[src/rtl/fifo_window_rd.sv]
// ---------------------------------------------------------------------------
// fifo_window_rd
//   Windowed-read FIFO. One word can be pushed per cycle. A read presents up
//   to NUM_RDATA consecutive words, with lane 0 as the oldest word, and then
//   pops a variable number of words (0..NUM_RDATA). A step of 0 is a peek.
//   Partial reads are allowed on request and are flagged lane by lane through
//   rd_lane_vld. The read window is registered, so data appears one cycle
//   after the read is accepted.
//
// Ports
//   clk, rst      clock (rising edge); asynchronous active-high reset
//   wr_req/data   push request and the word to push; ignored while full
//   rd_req        read request; accepted when rd_ready is high
//   rd_partial    allow a read when fewer than NUM_RDATA words are stored
//   rd_step       number of words to pop on an accepted read
//   rd_ready      combinational: a read would be accepted this cycle
//   rd_data       window, lane k = [k*DAT_WIDTH +: DAT_WIDTH]
//   rd_data_vld   window valid (one cycle after accept)
//   rd_lane_vld   per-lane valid mask for the window
//   data_counter  number of words stored
//   almost_full   data_counter >= FF_DEPTH-AF_MARGIN
//   full, empty   occupancy flags
// ---------------------------------------------------------------------------
module fifo_window_rd #(
    parameter int NUM_RDATA     = 3,
    parameter int DAT_WIDTH     = 8,
    parameter int FF_ADDR_WIDTH = 3,
    parameter int STEP_WIDTH    = 3,
    parameter int AF_MARGIN     = 2,
    parameter int ZERO_IDLE     = 1
) (
    input  logic                           clk,
    input  logic                           rst,
    input  logic                           wr_req,
    input  logic [DAT_WIDTH-1:0]           wr_data,
    input  logic                           rd_req,
    input  logic                           rd_partial,
    input  logic [STEP_WIDTH-1:0]          rd_step,
    output logic                           rd_ready,
    output logic [DAT_WIDTH*NUM_RDATA-1:0] rd_data,
    output logic                           rd_data_vld,
    output logic [NUM_RDATA-1:0]           rd_lane_vld,
    output logic [FF_ADDR_WIDTH:0]         data_counter,
    output logic                           almost_full,
    output logic                           full,
    output logic                           empty
);

    localparam int FF_DEPTH = 2 ** FF_ADDR_WIDTH;
    localparam int PW       = FF_ADDR_WIDTH + 1;
    localparam int CW       = (STEP_WIDTH > PW) ? STEP_WIDTH : PW;

    localparam logic [PW-1:0] LP_DEPTH = PW'(FF_DEPTH);
    localparam logic [PW-1:0] LP_NUM   = PW'(NUM_RDATA);
    localparam logic [PW-1:0] LP_AF    = PW'(FF_DEPTH - AF_MARGIN);

    // Storage and pointers. Pointers carry one extra bit so that full and
    // empty can be told apart; they wrap mod 2*FF_DEPTH.
    logic [DAT_WIDTH-1:0]           r_mem [FF_DEPTH];
    logic [PW-1:0]                  r_wr_ptr;
    logic [PW-1:0]                  r_rd_ptr;

    logic [DAT_WIDTH*NUM_RDATA-1:0] r_rd_data;
    logic                           r_rd_vld;
    logic [NUM_RDATA-1:0]           r_lane_vld;

    logic [PW-1:0]                  w_count;
    logic                           w_full;
    logic                           w_empty;
    logic                           w_rd_ready;
    logic                           w_rd_acc;
    logic                           w_wr_acc;
    logic [PW-1:0]                  w_fill;
    logic [CW-1:0]                  w_step_x;
    logic [CW-1:0]                  w_fill_x;
    logic [PW-1:0]                  w_pop;
    logic [FF_ADDR_WIDTH-1:0]       w_addr;
    logic [DAT_WIDTH*NUM_RDATA-1:0] w_win;
    logic [NUM_RDATA-1:0]           w_lane;

    // -----------------------------------------------------------------------
    // Occupancy and handshake
    // -----------------------------------------------------------------------
    assign w_count    = r_wr_ptr - r_rd_ptr;
    assign w_full     = (w_count == LP_DEPTH);
    assign w_empty    = (w_count == '0);
    assign w_rd_ready = (w_count >= LP_NUM) | (rd_partial & ~w_empty);
    assign w_rd_acc   = rd_req & w_rd_ready;
    // Uses the pre-edge full flag, so a write arriving while full is dropped
    // even if a read frees space on the same edge.
    assign w_wr_acc   = wr_req & ~w_full;

    // Lanes actually filled by this read: min(count, NUM_RDATA)
    assign w_fill     = (w_count < LP_NUM) ? w_count : LP_NUM;

    // Pop amount: min(rd_step, fill). Both operands are compared at a common
    // width so that a wide rd_step cannot alias after truncation.
    assign w_step_x   = CW'(rd_step);
    assign w_fill_x   = CW'(w_fill);
    assign w_pop      = (w_step_x < w_fill_x) ? w_step_x[PW-1:0] : w_fill;

    // -----------------------------------------------------------------------
    // Window gather. The address wraps naturally at FF_DEPTH, so a window
    // that starts near the top of memory continues from address 0.
    // -----------------------------------------------------------------------
    always_comb begin
        w_win  = '0;
        w_lane = '0;
        w_addr = '0;
        for (int unsigned k = 0; k < NUM_RDATA; k++) begin
            w_addr = r_rd_ptr[FF_ADDR_WIDTH-1:0] + FF_ADDR_WIDTH'(k);
            if (PW'(k) < w_fill) begin
                w_win[k*DAT_WIDTH +: DAT_WIDTH] = r_mem[w_addr];
                w_lane[k]                       = 1'b1;
            end
        end
    end

    // -----------------------------------------------------------------------
    // Memory write (contents are never observable before being written, so
    // no reset is needed here)
    // -----------------------------------------------------------------------
    always_ff @(posedge clk) begin
        if (w_wr_acc) begin
            r_mem[r_wr_ptr[FF_ADDR_WIDTH-1:0]] <= wr_data;
        end
    end

    // -----------------------------------------------------------------------
    // Pointers
    // -----------------------------------------------------------------------
    always_ff @(posedge clk or posedge rst) begin
        if (rst) begin
            r_wr_ptr <= '0;
            r_rd_ptr <= '0;
        end else begin
            if (w_wr_acc) begin
                r_wr_ptr <= r_wr_ptr + PW'(1);
            end
            if (w_rd_acc) begin
                r_rd_ptr <= r_rd_ptr + w_pop;
            end
        end
    end

    // -----------------------------------------------------------------------
    // Registered read window
    // -----------------------------------------------------------------------
    always_ff @(posedge clk or posedge rst) begin
        if (rst) begin
            r_rd_data  <= '0;
            r_rd_vld   <= 1'b0;
            r_lane_vld <= '0;
        end else if (w_rd_acc) begin
            r_rd_data  <= w_win;
            r_rd_vld   <= 1'b1;
            r_lane_vld <= w_lane;
        end else begin
            r_rd_vld <= 1'b0;
            if (ZERO_IDLE != 0) begin
                r_rd_data  <= '0;
                r_lane_vld <= '0;
            end
        end
    end

    // -----------------------------------------------------------------------
    // Outputs
    // -----------------------------------------------------------------------
    assign rd_ready     = w_rd_ready;
    assign rd_data      = r_rd_data;
    assign rd_data_vld  = r_rd_vld;
    assign rd_lane_vld  = r_lane_vld;
    assign data_counter = w_count;
    assign almost_full  = (w_count >= LP_AF);
    assign full         = w_full;
    assign empty        = w_empty;

endmodule
[config.mk]
export PLATFORM = sky130hd
export DESIGN_NAME = fifo_window_rd
export DESIGN_NICKNAME = d
export VERILOG_FILES = /design/src/rtl/fifo_window_rd.sv
export SDC_FILE = /design/constraint.sdc
export NUM_CORES = 1
export LEC_CHECK = 0
export CELL_PAD_IN_SITES_DETAIL_PLACEMENT = 0
export CELL_PAD_IN_SITES_GLOBAL_PLACEMENT = 1
export CORE_UTILIZATION = 40
export CTS_BUF_LIST = sky130_fd_sc_hd__clkbuf_4 sky130_fd_sc_hd__clkbuf_8 sky130_fd_sc_hd__clkbuf_16
export DETAILED_ROUTE_END_ITERATION = 10
export MAX_ROUTING_LAYER = met4
export PLACE_DENSITY_LB_ADDON = 0.1
export REMOVE_ABC_BUFFERS = 1
export SYNTH_ARGS = -nofsm -noshare
export SYNTH_HDL_FRONTEND = slang
export SYNTH_SLANG_ARGS = --single-unit
[constraint.sdc]
create_clock -name clk -period 5.2 [get_ports clk]
set_input_delay 1.04 -clock clk [delete_from_list [all_inputs] [get_ports clk]]
set_output_delay 1.04 -clock clk [all_outputs]
set_load 0.05 [all_outputs]
==> flow_metrics.tcl <==
set metrics [dict create \
    status "finished, final reports clean" \
    drive_gt1_share_pct 22.3 \
    hold_start "r_rd_ptr[3]" \
    endpoint_kind "primary output" \
    maxSlewViolCount 0 \
    avgSynthCellArea_um2 15.2 \
    grt_max_degree 51 \
    yosys_warnings 0 \
    maxCapViolCount 0 \
    fin_crit_ps 4330 \
    r2r_setup_slack_ps 1840 \
    multi_input_area_mm2 0.00201 \
    wl_per_cell_um 20.9 \
    syn_area_mm2 0.00492 \
    path_max_fanout 7 \
    ys_async_sr_fraction_pct 36.0 \
    finalNetCount 407 \
    cts_buffers 9 \
    antenna_found_initial 0 \
    mostFrequentLayoutCells "edfxtp_1 (64), nand2_1 (53), clkdlybuf4s50_1 (50), mux4_2 (47), dfrtp_1 (35)" \
    hpwl_um 7230 \
    synthCells 324 \
    fp.coreArea_mm2 0.0120 \
    post-route-drc-count 0 \
    rr_worst_depth 12 \
    root_buffer "clkbuf_16" \
    cp-start-kind "flop" \
    postCtsSetupBuffers 0 \
    ioPinCount 52 \
    worstHoldEndpoint "r_rd_ptr[3]" \
    tritoncts "built" \
    h-tree-depth 3 \
    setup_viol 0 \
    hold_depth 1 \
    die_height_um 113 \
    drt-pass1-iter-count 4 \
    viasPerCell 5.60 \
    r2r_start "r_rd_ptr[1]" \
    die-area_mm2 0.0127 \
    grt_pass1_vias 2976 \
    rsz0062_at_grt "false" \
    yosysUniqueCellTypes 44 \
    syn2layout_area_growth_pct 20.6 \
    clk_latency_ps 360 \
    final_cells 532 \
    synth_seq_cells 100 \
    path_clk_slew_ps 70 \
    vias 2978 \
    synth_edf_count 64 \
    die_x_um 113 \
    hold_class "reg2reg" \
    tns_ps 0 \
    rr_endpoint "r_rd_ptr[3]" \
    wl_um 11100 \
    overflow 0 \
    dp_cells 516 \
    worst_pin_slew_ps 1080 \
    drtIter0Drc 144 \
    diodes 0 \
    synth-main-ff-cell "edfxtp_1" \
    cts.path.max_buffers 2 \
    grt_pass1_wl_um 17300 \
    post_cts_resized 0 \
    finClkSkew_ps 9.10 \
    synth-seq-area-share_pct 57.4 \
    initial_core_util_pct 40.9 \
    n_fill_cell 1007 \
    clkSinkCount 100 \
    period_share_pct 83.2 \
    timing.fmax_mhz 231 \
    arrival_ps 3290 \
    worstPathRequired_ps 4160 \
    gp_congestion 0.745 \
    cts_hold_buffers 0 \
    slew_headroom_pct 27.8 \
    crit_type "reg2out" \
    final_common_cell "edfxtp_1" \
    finalHoldViolCount 0 \
    port_buffers 51 \
    rows 40 \
    gr-usage-all-layers_pct 19.6 \
    ant_nets 0 \
    regArea_mm2 0.00282 \
]
[metrics by stage]
step                util [%]  area, µm²  setup slack (ps)  hold WS, ps
finish                  49.3       5930               872          531
CTS                     49.3       5930               862          534
global placement        47.0       5650              1300          512
detailed placement      47.0       5650              1270          523
global route            49.3       5930               739          558
floorplan                  -       4850              -419          485
[per-layer routing]
metal	wire length [µm]	global-route usage, %
met4	231	8.51
met5	0	-
met2	5650	31.2
met1	4720	25.0
met3	502	3.27
[worst max-delay path, cell delays in order, from the launching register on]
cell             delay (ps)
dfrtp_1                 470
inv_1                   100
ha_1                    240
fa_1                    630
inv_1                   140
maj3_1                  420
a21oi_1                 180
inv_1                    50
clkdlybuf4s50_1         690
[Yosys cell counts, drive strengths merged (2+ instances only)]
master / instances / area share (%)
o21ai: 6 / 0.92
nor3: 9 / 1.1
o211ai: 2 / 0.31
fa: 2 / 0.81
nand3: 2 / 0.20
nand2: 53 / 4.0
nand2b: 2 / 0.25
buf: 9 / 0.87
nor2: 4 / 0.31
ha: 9 / 2.3
a21oi: 28 / 2.9
mux4: 47 / 22
inv: 11 / 0.84
mux2: 3 / 0.84
xor2: 5 / 0.89
clkinv: 2 / 0.15
edfxtp: 64 / 39
nor4: 2 / 0.25
dfrtp: 36 / 18
xnor2: 5 / 0.89
clkbuf: 5 / 0.38
nand3b: 3 / 0.46
[sequential cells by signal, indices dropped and copies added, names as in the netlist]
name,flops
r_mem,64
rd_data,24
r_rd_ptr,4
r_wr_ptr,4
rd_lane_vld,3
rd_data_vld,1
[kinds of logic (layout without fill, tap and decap cells)]
logic type | Yosys count | after routing | share of synthesized area [%]
AO/OA/AOI/OAI | 43 | 43 | 5.19
buffers and inverters | 27 | 88 | 2.24
flip-flops | 100 | 100 | 57.4
AND/OR/NAND/NOR | 80 | 80 | 7.41
adder cells (fa/ha/maj) | 12 | 12 | 3.31
other | 1 | 1 | 0.0763
multiplexers | 51 | 51 | 22.6
XOR/XNOR | 10 | 10 | 1.78
[area by class of cell]
| class | instances | area share [%] |
|---|---|---|
| multi-input cells | 197 | 33.9 |
| clock buffers | 9 | 3.80 |
| clock inverters | 7 | 0.950 |
| well taps | 147 | 3.10 |
| flip-flops and latches | 100 | 47.6 |
| repair buffers | 59 | 9.80 |
| inverters | 13 | 0.823 |
[worst max-delay path by stage]
stage | to | from
final | rd_ready | r_wr_ptr[0]
after global routing | rd_ready | r_wr_ptr[0]
after CTS | rd_ready | r_wr_ptr[0]
after detailed placement | rd_ready | r_wr_ptr[0]
after global placement | rd_ready | r_wr_ptr[0]
after floorplan | full | r_rd_ptr[0]
Power is not shown: default switching activity piles up to over one toggle a cycle in this logic, so the estimate is an artifact.
